## config.mk

```make
export PLATFORM = sky130hd
export DESIGN_NAME = pipeline_hazard_ctrl_flat
export DESIGN_NICKNAME = d
export VERILOG_FILES = /design/src/rtl/pipeline_hazard_ctrl_pkg.sv /design/src/rtl/pipeline_hazard_ctrl_if.sv /design/src/rtl/pipeline_hazard_ctrl_fwd_unit.sv /design/src/rtl/pipeline_hazard_ctrl.sv /design/src/flat_wrapper.sv
export SDC_FILE = /design/constraint.sdc
export NUM_CORES = 1
export LEC_CHECK = 0
export CAP_MARGIN = 0
export CORE_MARGIN = 8
export CORE_UTILIZATION = 49
export CTS_BUF_LIST = sky130_fd_sc_hd__clkbuf_4 sky130_fd_sc_hd__clkbuf_8 sky130_fd_sc_hd__clkbuf_16
export CTS_CLUSTER_DIAMETER = 60
export DETAILED_ROUTE_END_ITERATION = 16
export GPL_ROUTABILITY_DRIVEN = 0
export PLACE_DENSITY = 0.93
export SKIP_LAST_GASP = 1
export SLEW_MARGIN = 20
export SYNTH_ARGS = -nofsm -noshare
export SYNTH_HDL_FRONTEND = slang
export SYNTH_SLANG_ARGS = --single-unit
```

## constraint.sdc

```tcl
create_clock -name clk -period 5.2 [get_ports clk]
set_input_delay 1.3 -clock clk [delete_from_list [all_inputs] [get_ports clk]]
set_output_delay 1.3 -clock clk [all_outputs]
set_load 0.01 [all_outputs]
```

## src/rtl/pipeline_hazard_ctrl_pkg.sv

```systemverilog
// Shared constants for the pipeline hazard controller: FSM encodings,
// forwarding select codes and the active level of the pipeline-register flush.
package hazard_pkg;

    typedef logic [1:0] state_t;

    localparam state_t RUN      = 2'd0;
    localparam state_t MEM_WAIT = 2'd1;
    localparam state_t HALT     = 2'd2;

    localparam logic [1:0] FWD_RF  = 2'b00;
    localparam logic [1:0] FWD_WB  = 2'b01;
    localparam logic [1:0] FWD_MEM = 2'b10;

    localparam logic CLR_ACTIVE = 1'b0;

endpackage

```

## src/rtl/pipeline_hazard_ctrl_if.sv

```systemverilog
// Bundle between the core datapath and the hazard controller. The perf
// counter outputs exist only when HAZARD_PERF_CNT_EN is defined.
interface pipeline_hazard_ctrl_if #(
    parameter int REG_AW = 5,
    parameter int CNT_W  = 16
);
    // No valid/ready pair here: mem_busy is a level hold request from data
    // memory; while it is high the MEM stage must not advance.
    logic              en;
    logic [REG_AW-1:0] id_rs1;
    logic [REG_AW-1:0] id_rs2;
    logic              id_use_rs1;
    logic              id_use_rs2;
    logic [REG_AW-1:0] ex_rd;
    logic              ex_is_load;
    logic              ex_redirect;
    logic [REG_AW-1:0] mem_rd;
    logic [REG_AW-1:0] wb_rd;
    logic              mem_regwrite;
    logic              wb_regwrite;
    logic [REG_AW-1:0] ex_rs1;
    logic [REG_AW-1:0] ex_rs2;
    logic              mem_busy;
    logic              wb_halt;

    logic              pc_en;
    logic              en_vps1, en_vps2, en_vps3, en_vps4;
    logic              clear_vps1, clear_vps2, clear_vps3, clear_vps4;
    logic [1:0]        fwd_a;
    logic [1:0]        fwd_b;
    logic              halted;
    logic              timeout_err;
    logic [1:0]        state;
`ifdef HAZARD_PERF_CNT_EN
    logic [CNT_W-1:0]  perf_stall_cnt;
    logic [CNT_W-1:0]  perf_flush_cnt;
`endif

    modport master (
        output en, id_rs1, id_rs2, id_use_rs1, id_use_rs2, ex_rd, ex_is_load,
               ex_redirect, mem_rd, wb_rd, mem_regwrite, wb_regwrite,
               ex_rs1, ex_rs2, mem_busy, wb_halt,
        input  pc_en, en_vps1, en_vps2, en_vps3, en_vps4,
               clear_vps1, clear_vps2, clear_vps3, clear_vps4,
               fwd_a, fwd_b, halted, timeout_err, state
`ifdef HAZARD_PERF_CNT_EN
        , input perf_stall_cnt, perf_flush_cnt
`endif
    );

    modport slave (
        input  en, id_rs1, id_rs2, id_use_rs1, id_use_rs2, ex_rd, ex_is_load,
               ex_redirect, mem_rd, wb_rd, mem_regwrite, wb_regwrite,
               ex_rs1, ex_rs2, mem_busy, wb_halt,
        output pc_en, en_vps1, en_vps2, en_vps3, en_vps4,
               clear_vps1, clear_vps2, clear_vps3, clear_vps4,
               fwd_a, fwd_b, halted, timeout_err, state
`ifdef HAZARD_PERF_CNT_EN
        , output perf_stall_cnt, perf_flush_cnt
`endif
    );

endinterface

```

## src/rtl/pipeline_hazard_ctrl_fwd_unit.sv

```systemverilog
// EX operand forwarding compare for one source operand; MEM beats WB and
// x0 is never forwarded.
module fwd_unit
    import hazard_pkg::*;
#(
    parameter int REG_AW = 5
) (
    input  logic [REG_AW-1:0] rs,
    input  logic [REG_AW-1:0] mem_rd,
    input  logic              mem_regwrite,
    input  logic [REG_AW-1:0] wb_rd,
    input  logic              wb_regwrite,
    output logic [1:0]        sel
);

    always_comb begin
        sel = FWD_RF;
        if (mem_regwrite && (mem_rd != '0) && (mem_rd == rs)) begin
            sel = FWD_MEM;
        end else if (wb_regwrite && (wb_rd != '0) && (wb_rd == rs)) begin
            sel = FWD_WB;
        end
    end

endmodule

```

## src/rtl/pipeline_hazard_ctrl.sv

```systemverilog
// Stall/flush/forwarding controller for the 5-stage RV32 pipeline.
// Optional saturating perf counters are enabled by HAZARD_PERF_CNT_EN.
module pipeline_hazard_ctrl
    import hazard_pkg::*;
#(
    parameter int REG_AW  = 5,
    parameter int TIMEOUT = 255,
    parameter int CNT_W   = 16
) (
    input  logic                   clk,
    input  logic                   rst_n,
    pipeline_hazard_ctrl_if.slave  bus
);

    localparam logic [CNT_W:0] TIMEOUT_V = (CNT_W+1)'(TIMEOUT);

    state_t           state, state_n;
    logic [CNT_W-1:0] wait_cnt, wait_cnt_n;
    logic             timeout_err_q, timeout_err_n;
    logic [CNT_W:0]   cnt_inc;
    logic             load_use;
    logic             active;
    logic             pc_en_c;
    logic [3:0]       en_c;
    logic [3:0]       clr_c;
    logic [1:0]       fwd_a_raw, fwd_b_raw;

    assign active   = (state != HALT);
    assign load_use = bus.ex_is_load && (bus.ex_rd != '0) &&
                      ((bus.id_use_rs1 && (bus.id_rs1 == bus.ex_rd)) ||
                       (bus.id_use_rs2 && (bus.id_rs2 == bus.ex_rd)));
    assign cnt_inc  = {1'b0, wait_cnt} + 1'b1;

    // Bit 0 is the IF/ID register, bit 3 the MEM/WB register.
    always_comb begin
        pc_en_c = 1'b1;
        en_c    = 4'b1111;
        clr_c   = 4'b1111;
        if (!rst_n) begin
            pc_en_c = 1'b0;
            en_c    = 4'b0000;
            clr_c   = {4{CLR_ACTIVE}};
        end else if (!bus.en || !active) begin
            pc_en_c = 1'b0;
            en_c    = 4'b0000;
        end else if (bus.mem_busy) begin
            pc_en_c  = 1'b0;
            en_c     = 4'b1000;
            clr_c[3] = CLR_ACTIVE;
        end else if (bus.ex_redirect) begin
            clr_c[0] = CLR_ACTIVE;
            clr_c[1] = CLR_ACTIVE;
        end else if (load_use) begin
            pc_en_c  = 1'b0;
            en_c[0]  = 1'b0;
            clr_c[1] = CLR_ACTIVE;
        end
    end

    always_comb begin
        state_n       = state;
        wait_cnt_n    = wait_cnt;
        timeout_err_n = timeout_err_q;
        if (bus.en && active) begin
            if (bus.wb_halt) begin
                state_n = HALT;
            end else if (bus.mem_busy) begin
                wait_cnt_n = cnt_inc[CNT_W-1:0];
                if (cnt_inc >= TIMEOUT_V) begin
                    timeout_err_n = 1'b1;
                    state_n       = HALT;
                end else begin
                    state_n = MEM_WAIT;
                end
            end else begin
                state_n    = RUN;
                wait_cnt_n = '0;
            end
        end
    end

    always_ff @(posedge clk or negedge rst_n) begin
        if (!rst_n) begin
            state         <= RUN;
            wait_cnt      <= '0;
            timeout_err_q <= 1'b0;
        end else begin
            state         <= state_n;
            wait_cnt      <= wait_cnt_n;
            timeout_err_q <= timeout_err_n;
        end
    end

    fwd_unit #(.REG_AW(REG_AW)) u_fwd_a (
        .rs           (bus.ex_rs1),
        .mem_rd       (bus.mem_rd),
        .mem_regwrite (bus.mem_regwrite),
        .wb_rd        (bus.wb_rd),
        .wb_regwrite  (bus.wb_regwrite),
        .sel          (fwd_a_raw)
    );

    fwd_unit #(.REG_AW(REG_AW)) u_fwd_b (
        .rs           (bus.ex_rs2),
        .mem_rd       (bus.mem_rd),
        .mem_regwrite (bus.mem_regwrite),
        .wb_rd        (bus.wb_rd),
        .wb_regwrite  (bus.wb_regwrite),
        .sel          (fwd_b_raw)
    );

    assign bus.pc_en       = pc_en_c;
    assign bus.en_vps1     = en_c[0];
    assign bus.en_vps2     = en_c[1];
    assign bus.en_vps3     = en_c[2];
    assign bus.en_vps4     = en_c[3];
    assign bus.clear_vps1  = clr_c[0];
    assign bus.clear_vps2  = clr_c[1];
    assign bus.clear_vps3  = clr_c[2];
    assign bus.clear_vps4  = clr_c[3];
    assign bus.fwd_a       = rst_n ? fwd_a_raw : FWD_RF;
    assign bus.fwd_b       = rst_n ? fwd_b_raw : FWD_RF;
    assign bus.halted      = rst_n && !active;
    assign bus.timeout_err = timeout_err_q;
    assign bus.state       = state;

`ifdef HAZARD_PERF_CNT_EN
    logic [CNT_W-1:0] stall_cnt, flush_cnt;
    logic             stall_inc, flush_inc;

    assign stall_inc = bus.en && active && !pc_en_c;
    assign flush_inc = bus.en && active && !bus.mem_busy && bus.ex_redirect;

    always_ff @(posedge clk or negedge rst_n) begin
        if (!rst_n) begin
            stall_cnt <= '0;
            flush_cnt <= '0;
        end else begin
            if (stall_inc && (stall_cnt != '1)) stall_cnt <= stall_cnt + 1'b1;
            if (flush_inc && (flush_cnt != '1)) flush_cnt <= flush_cnt + 1'b1;
        end
    end

    assign bus.perf_stall_cnt = stall_cnt;
    assign bus.perf_flush_cnt = flush_cnt;
`endif

endmodule

```

## src/flat_wrapper.sv

```systemverilog
// flat-port wrapper written by rule: the top's interface ports become plain ports
module pipeline_hazard_ctrl_flat import hazard_pkg::*;
#(
    parameter int REG_AW  = 5,
    parameter int TIMEOUT = 255,
    parameter int CNT_W   = 16
)
  (clk, rst_n, bus_en, bus_id_rs1, bus_id_rs2, bus_id_use_rs1, bus_id_use_rs2, bus_ex_rd, bus_ex_is_load, bus_ex_redirect, bus_mem_rd, bus_wb_rd, bus_mem_regwrite, bus_wb_regwrite, bus_ex_rs1, bus_ex_rs2, bus_mem_busy, bus_wb_halt, bus_pc_en, bus_en_vps1, bus_en_vps2, bus_en_vps3, bus_en_vps4, bus_clear_vps1, bus_clear_vps2, bus_clear_vps3, bus_clear_vps4, bus_fwd_a, bus_fwd_b, bus_halted, bus_timeout_err, bus_state);
  pipeline_hazard_ctrl_if #(.REG_AW(REG_AW), .CNT_W(CNT_W)) bus_i ();
  input  logic clk;
  input  logic rst_n;
  input wire logic [$bits(bus_i.en)-1:0] bus_en;
  input wire logic [$bits(bus_i.id_rs1)-1:0] bus_id_rs1;
  input wire logic [$bits(bus_i.id_rs2)-1:0] bus_id_rs2;
  input wire logic [$bits(bus_i.id_use_rs1)-1:0] bus_id_use_rs1;
  input wire logic [$bits(bus_i.id_use_rs2)-1:0] bus_id_use_rs2;
  input wire logic [$bits(bus_i.ex_rd)-1:0] bus_ex_rd;
  input wire logic [$bits(bus_i.ex_is_load)-1:0] bus_ex_is_load;
  input wire logic [$bits(bus_i.ex_redirect)-1:0] bus_ex_redirect;
  input wire logic [$bits(bus_i.mem_rd)-1:0] bus_mem_rd;
  input wire logic [$bits(bus_i.wb_rd)-1:0] bus_wb_rd;
  input wire logic [$bits(bus_i.mem_regwrite)-1:0] bus_mem_regwrite;
  input wire logic [$bits(bus_i.wb_regwrite)-1:0] bus_wb_regwrite;
  input wire logic [$bits(bus_i.ex_rs1)-1:0] bus_ex_rs1;
  input wire logic [$bits(bus_i.ex_rs2)-1:0] bus_ex_rs2;
  input wire logic [$bits(bus_i.mem_busy)-1:0] bus_mem_busy;
  input wire logic [$bits(bus_i.wb_halt)-1:0] bus_wb_halt;
  output wire logic [$bits(bus_i.pc_en)-1:0] bus_pc_en;
  output wire logic [$bits(bus_i.en_vps1)-1:0] bus_en_vps1;
  output wire logic [$bits(bus_i.en_vps2)-1:0] bus_en_vps2;
  output wire logic [$bits(bus_i.en_vps3)-1:0] bus_en_vps3;
  output wire logic [$bits(bus_i.en_vps4)-1:0] bus_en_vps4;
  output wire logic [$bits(bus_i.clear_vps1)-1:0] bus_clear_vps1;
  output wire logic [$bits(bus_i.clear_vps2)-1:0] bus_clear_vps2;
  output wire logic [$bits(bus_i.clear_vps3)-1:0] bus_clear_vps3;
  output wire logic [$bits(bus_i.clear_vps4)-1:0] bus_clear_vps4;
  output wire logic [$bits(bus_i.fwd_a)-1:0] bus_fwd_a;
  output wire logic [$bits(bus_i.fwd_b)-1:0] bus_fwd_b;
  output wire logic [$bits(bus_i.halted)-1:0] bus_halted;
  output wire logic [$bits(bus_i.timeout_err)-1:0] bus_timeout_err;
  output wire logic [$bits(bus_i.state)-1:0] bus_state;
  assign bus_i.en = bus_en;
  assign bus_i.id_rs1 = bus_id_rs1;
  assign bus_i.id_rs2 = bus_id_rs2;
  assign bus_i.id_use_rs1 = bus_id_use_rs1;
  assign bus_i.id_use_rs2 = bus_id_use_rs2;
  assign bus_i.ex_rd = bus_ex_rd;
  assign bus_i.ex_is_load = bus_ex_is_load;
  assign bus_i.ex_redirect = bus_ex_redirect;
  assign bus_i.mem_rd = bus_mem_rd;
  assign bus_i.wb_rd = bus_wb_rd;
  assign bus_i.mem_regwrite = bus_mem_regwrite;
  assign bus_i.wb_regwrite = bus_wb_regwrite;
  assign bus_i.ex_rs1 = bus_ex_rs1;
  assign bus_i.ex_rs2 = bus_ex_rs2;
  assign bus_i.mem_busy = bus_mem_busy;
  assign bus_i.wb_halt = bus_wb_halt;
  assign bus_pc_en = bus_i.pc_en;
  assign bus_en_vps1 = bus_i.en_vps1;
  assign bus_en_vps2 = bus_i.en_vps2;
  assign bus_en_vps3 = bus_i.en_vps3;
  assign bus_en_vps4 = bus_i.en_vps4;
  assign bus_clear_vps1 = bus_i.clear_vps1;
  assign bus_clear_vps2 = bus_i.clear_vps2;
  assign bus_clear_vps3 = bus_i.clear_vps3;
  assign bus_clear_vps4 = bus_i.clear_vps4;
  assign bus_fwd_a = bus_i.fwd_a;
  assign bus_fwd_b = bus_i.fwd_b;
  assign bus_halted = bus_i.halted;
  assign bus_timeout_err = bus_i.timeout_err;
  assign bus_state = bus_i.state;
  pipeline_hazard_ctrl #(.REG_AW(REG_AW), .TIMEOUT(TIMEOUT), .CNT_W(CNT_W)) u_core (.clk(clk), .rst_n(rst_n), .bus(bus_i));
endmodule
```

# After elaboration in Yosys (flattened, before gate mapping)
# Cells that the tools add are included.
dict set report classes {
  n_addsub 1
  multipliers 0
  div_mod_pow 0
  magnitude_cmp 1
  eq_ne 7
  shifts 0
  mux 27
  n_bitwise 1
  n_reduce_logical 21
}
# operator n
set op_table {}
lappend op_table {{$eq A5 B5 Y1} 6}
lappend op_table {{$mux W2} 11}
lappend op_table {{$add A16 B1 Y17 const B} 1}
lappend op_table {{$ge A17 B8 Y1 const B} 1}
lappend op_table {{$mux W16} 1}
lappend op_table {{$reduce_bool A5 Y1} 3}
lappend op_table {{$mux W1} 13}
lappend op_table {{$logic_and A1 B1 Y1} 12}
lappend op_table {{$mux W4} 2}
lappend op_table {{$reduce_and A4 Y1} 1}
lappend op_table {{$logic_not A1 Y1} 2}
lappend op_table {{$logic_or A1 B1 Y1} 2}
lappend op_table {{$ne A2 B2 Y1 const B} 1}
lappend op_table {{$reduce_and A2 Y1} 1}
lappend op_table {{$not A1 Y1} 1}
dict set report totals {
  ff_bits 19
  latchBits 0
  mem_bits_rw 0
  rom_bits 0
  inputBits 46
  out_inout_bits 17
  mem_count 0
}

# Logic depth before layout (Yosys ltp)
dict set report depth {
  depth_word 9
  depth_mapped 7
  ltp_nobuf 7
}

# Modules after synthesis
# From an unflattened synthesis, not the netlist that was laid out.
dict set report hier_totals {
  hier_cells 216
  area_unflattened_um2 1839.3
}
# mod n_inst cells_each area_each_um2 seq_area_each_um2
set modules_own_cells {}
lappend modules_own_cells {pipeline_hazard_ctrl 1 176 1536.5 475.5}
lappend modules_own_cells {fwd_unit 2 20 151.4 0.0}

# Worst setup path before layout
# No wires, ideal clock.
dict set report synth_timing {
  path_kind {input to output}
  startpoint {input port bus_mem_rd[0]}
  endpoint {output port bus_fwd_a[0]}
  arrival_ps 2493
  slack_ps 1407
  path_stages 4
  cell_sequence {or4_1 -> o21ai_1 -> nor4_1 -> nor4_1}
}
dict set report synth_via {
  elab_chain_len 5
}
# item line_no
set synth_rtl {}
lappend synth_rtl {{start, declared} flat_wrapper.sv:20} ;# input wire logic [$bits(bus_i.mem_rd)-1:0] bus_mem_rd;
lappend synth_rtl {{$reduce_bool A5 Y1} pipeline_hazard_ctrl_fwd_unit.sv:18} ;# if (mem_regwrite && (mem_rd != '0) && (mem_rd == rs)) begin
lappend synth_rtl {{$logic_and A1 B1 Y1} pipeline_hazard_ctrl_fwd_unit.sv:18}
lappend synth_rtl {{$logic_and A1 B1 Y1 *} pipeline_hazard_ctrl_fwd_unit.sv:18}
lappend synth_rtl {{$mux W2 *} pipeline_hazard_ctrl_fwd_unit.sv:18}
lappend synth_rtl {{$mux W2 *} pipeline_hazard_ctrl.sv:121} ;# assign bus.fwd_a = rst_n ? fwd_a_raw : FWD_RF;
lappend synth_rtl {{end, declared} flat_wrapper.sv:37} ;# output wire logic [$bits(bus_i.fwd_a)-1:0] bus_fwd_a;
# Every way passes the cells marked *; elsewhere a longest branch is shown, timed or not.

# Worst setup path in the final report
dict set report layout_timing {
  startpoint {input port bus_mem_rd[0]}
  endpoint {output port bus_fwd_b[0]}
}
dict set report layout_via {
  elab_chain_len 5
}
# item line_no
set layout_rtl {}
lappend layout_rtl {{$reduce_bool A5 Y1} pipeline_hazard_ctrl_fwd_unit.sv:18}
lappend layout_rtl {{$logic_and A1 B1 Y1} pipeline_hazard_ctrl_fwd_unit.sv:18}
lappend layout_rtl {{$logic_and A1 B1 Y1 *} pipeline_hazard_ctrl_fwd_unit.sv:18}
lappend layout_rtl {{$mux W2 *} pipeline_hazard_ctrl_fwd_unit.sv:18}
lappend layout_rtl {{$mux W2 *} pipeline_hazard_ctrl.sv:122} ;# assign bus.fwd_b = rst_n ? fwd_b_raw : FWD_RF;
lappend layout_rtl {{end, declared} flat_wrapper.sv:38} ;# output wire logic [$bits(bus_i.fwd_b)-1:0] bus_fwd_b;
# Marked as above.

==> impl_metrics.csv <==
group,metric,value,unit
outcome,status,"complete, no violations",
logic_synthesis,synth-edff-count,0,
floorplan,ios,63,
clocking,cts_tree,"built",
clocking,holdBufCountCts,0,
grt,grt_use_total,18.5,%
placed_design,dp_hpwl,4100,µm
worst_setup_path,worstPathMaxFanout,3,
power_and_ir_drop,clockPowerShare,25.2,%
clocking,clkLatencyLatePin,0.32,ns
logic_synthesis,synth_common_cells,"xor2_1, dfrtp_1, nand2_1, nor2_1",
logic_synthesis,synth_top_family_by_area,"simple AND/OR/NAND/NOR gates",
route,maxUsedRoutingLayer,"met4",
timing,rsz0062_at_grt,"false",
logic_synthesis,synth_xor_xnor_area_share,17.1,%
logic_synthesis,synth.most_common_cell,"xor2_1",
clocking,clock_path_buffers,2,
timing,fin_crit_sh,92.3,%
logic_synthesis,synth_mux_area_share,1.79,%
clocking,cts_root_buf,"clkbuf_4",
power_and_ir_drop,leakagePower,0.901,nW
grt,grt_pass1_vias,1781,
worst_setup_path,end_kind,"primary output",
timing,fmax,0.208,GHz
worst_setup_path,path_cells,"clkdlybuf4s50_1 -> or4_1 -> o21ai_1 -> nor4_1 -> nor4_1 -> clkdlybuf4s50_1",
route,drt_first_pass_iters,4,
power_and_ir_drop,netSwitchingPower,0.0000914,W
clocking,htreeDepth,1,
logic_synthesis,synth_top_cell_by_area,"dfrtp_1",
cells_and_area,layout-drive-gt1-share,6.39,%
clocking,numCtsBuffers,3,
cells_and_area,area_delta_synth_final,37.6,%
logic_synthesis,ys_types,52,
placed_design,dp.cells,308,
floorplan,initial_utilization,51.5,%
logic_synthesis,synthAdderAreaFrac,1.43,%
timing,hold_viol,0,
timing,finalMaxSlewViolations,0,
power_and_ir_drop,ir_worst_vdd,0.0829,mV
run,drv_cap,0,
logic_synthesis,synth_area_per_cell,8.35,µm²
timing,relSlewSlack,67.3,%
worst_setup_path,crit_path_top_delay_cell,"clkdlybuf4s50_1",
route,wl_met1,2070,µm
route,ant_nets,0,
route,wl_met2,2530,µm
worst_setup_path,worst-setup-path-type,"input port to primary output",
timing,finalSetupViolCount,0,
logic_synthesis,synthesis.area,0.00174,mm²
worst_setup_path,cp.required,3.90,ns
route,post-route-drc-count,0,
timing,finClkSkew,0.00923,ns
logic_synthesis,synth_compound_area_share,19.0,%
logic_synthesis,seq_area_frac_synth,27.3,%
clocking,path_clk_slew,0.12,ns
grt,grt.overflow.total,0,
worst_setup_path,start_kind,"input port",
floorplan,die-area,0.00572,mm²
logic_synthesis,yosys_warnings,0,
power_and_ir_drop,power_density,134,mW/mm²
grt,grt_max_degree,24,
logic_synthesis,synth_top_area_share,27.3,%
floorplan,die_w,75.7,µm
grt,grt_pass1_wl,8240,µm
logic_synthesis,synth_nets,257,
logic_synthesis,synth-seq-cells,19,
grt,antenna_found_initial,0,
route,wire_per_inst,16.4,µm
cells_and_area,antenna_cells,0,
logic_synthesis,synth_async_sr_flop_share,100,%
logic_synthesis,postSynthCellCount,209,
floorplan,rows,21,
clocking,post_cts_buffers,0,
worst_setup_path,cp.arrival,3.50,ns
cells_and_area,nets,315,
timing,finalSetupTns,0,ns
floorplan,core,0.00339,mm²
logic_synthesis,yosys.area_share.simple,28.2,%
power_and_ir_drop,switching_share,28.4,%
clocking,cts_resized,0,
route,drt_iter0_markers,172,
route,vias,1810,
cells_and_area,final_cells,312,
worst_setup_path,cpPeakStageDelay,0.60,ns
logic_synthesis,synthTopCellsByArea,"dfrtp_1, xor2_1, xnor2_1, nand2_1, nor2_1",
logic_synthesis,yosys_most_used_dff,"dfrtp_1",
floorplan,die_height,75.7,µm
power_and_ir_drop,comb_power_share,27.1,%
cells_and_area,fillCellCount,255,
route,routed_wl,5120,µm
timing,whs,0.568,ns
timing,finalCriticalPeriod,4.80,ns
power_and_ir_drop,p_int,0.000230,W
worst_hold_path,hold_path.class,"register to register",
timing,worst_slew_pin_slew,0.490,ns
route,via_per_inst,5.80,
placed_design,io_buffer_count,62,
clocking,clock-sinks,19,
route,routed-wl-met3,479,µm
power_and_ir_drop,p_seq_share,47.7,%
[sequential cells by signal, indices dropped and copies added, names as in the netlist]
signal	cells
u_core.wait_cnt	16
u_core.bus.state	2
u_core.bus.timeout_err	1
[final timing paths]
kind / startpoint / to / slack, ns / depth (start not counted)
max: bus_mem_rd[0] / bus_fwd_b[0] / 0.40 / 6
min: u_core.wait_cnt[15] / u_core.wait_cnt[15] / 0.57 / 2
max reg2reg: u_core.wait_cnt[0] / u_core.bus.state[0] / 3.18 / 6
min reg2reg: u_core.wait_cnt[15] / u_core.wait_cnt[15] / 0.57 / 2
max in group asynchronous: rst_n / u_core.wait_cnt[1] / 3.60 / 2
min in group asynchronous: rst_n / u_core.wait_cnt[11] / 1.37 / 2
[metal layers]
layer / global-route usage, % / vias up
met1: 21.2 / 846
met4: 2.77 / 0
met5: 0 / -
met3: 6.18 / 5
li1: - / 875
met2: 33.2 / 84
[logic make-up after synthesis]
kind of cell | count (synthesis)
DFF | 19
buffers and inverters | 17
AOI/OAI and AO/OA | 49
muxes | 3
adders and majority gates | 2
and+or+nand+nor | 85
xor gates and xnor gates | 34
[through the flow]
stage,setup slack (ns),area (µm²),utilization (%),power [W]
after floorplan,1.41,1740,-,0.000184
after global placement,0.498,2370,70.0,0.000241
after detailed placement,0.409,2370,70.0,0.000243
after CTS,0.405,2400,70.8,0.000322
after global routing,0.295,2400,70.8,0.000336
final,0.400,2400,70.8,0.000322
[final cells by class]
cell class                 instances  area, µm²  share of cell area (%)
tap                               46       57.6                    2.40
inverter                           5       18.8                   0.782
timing repair buffer              65        643                    26.8
clock inverter                     1       5.00                   0.209
sequential                        19        475                    19.8
clock buffer                       3       22.5                   0.938
multi-input combinational        173       1180                    49.1
[layout by cell type, fill, tap and decap left out, types with 4 or more instances in the layout]
cell             netlist  final
clkdlybuf4s50_1        0     62
xor2_1                25     25
dfrtp_1               19     19
nand2_1               18     18
nor2_1                15     15
a21oi_1               10     10
nand3_1               10     10
xnor2_1                9      9
o21ai_0                9      9
nor4_1                 8      8
or4_1                  6      6
inv_1                  5      5
nor3_1                 5      5
o21ai_1                5      5
o22ai_1                4      4
a22o_1                 4      4
[power groups by stage]
stage	sequential, W	clock (W)	combinational [W]
after global placement	0.000156	0	0.0000848
after global routing	0.000154	0.0000881	0.0000940
final	0.000153	0.0000811	0.0000872
after detailed placement	0.000156	0	0.0000868
after floorplan	0.000156	0	0.0000285
after CTS	0.000153	0.0000814	0.0000872
[worst max-delay path, delay by kind of cell]
| kind | cells | cell delay, ns |
|---|---|---|
| AO/OA/AOI/OAI | 1 | 0.18 |
| buffers and inverters | 2 | 1.07 |
| AND/OR/NAND/NOR | 3 | 0.95 |
No activity file was read; power rests on OpenSTA's default activity.
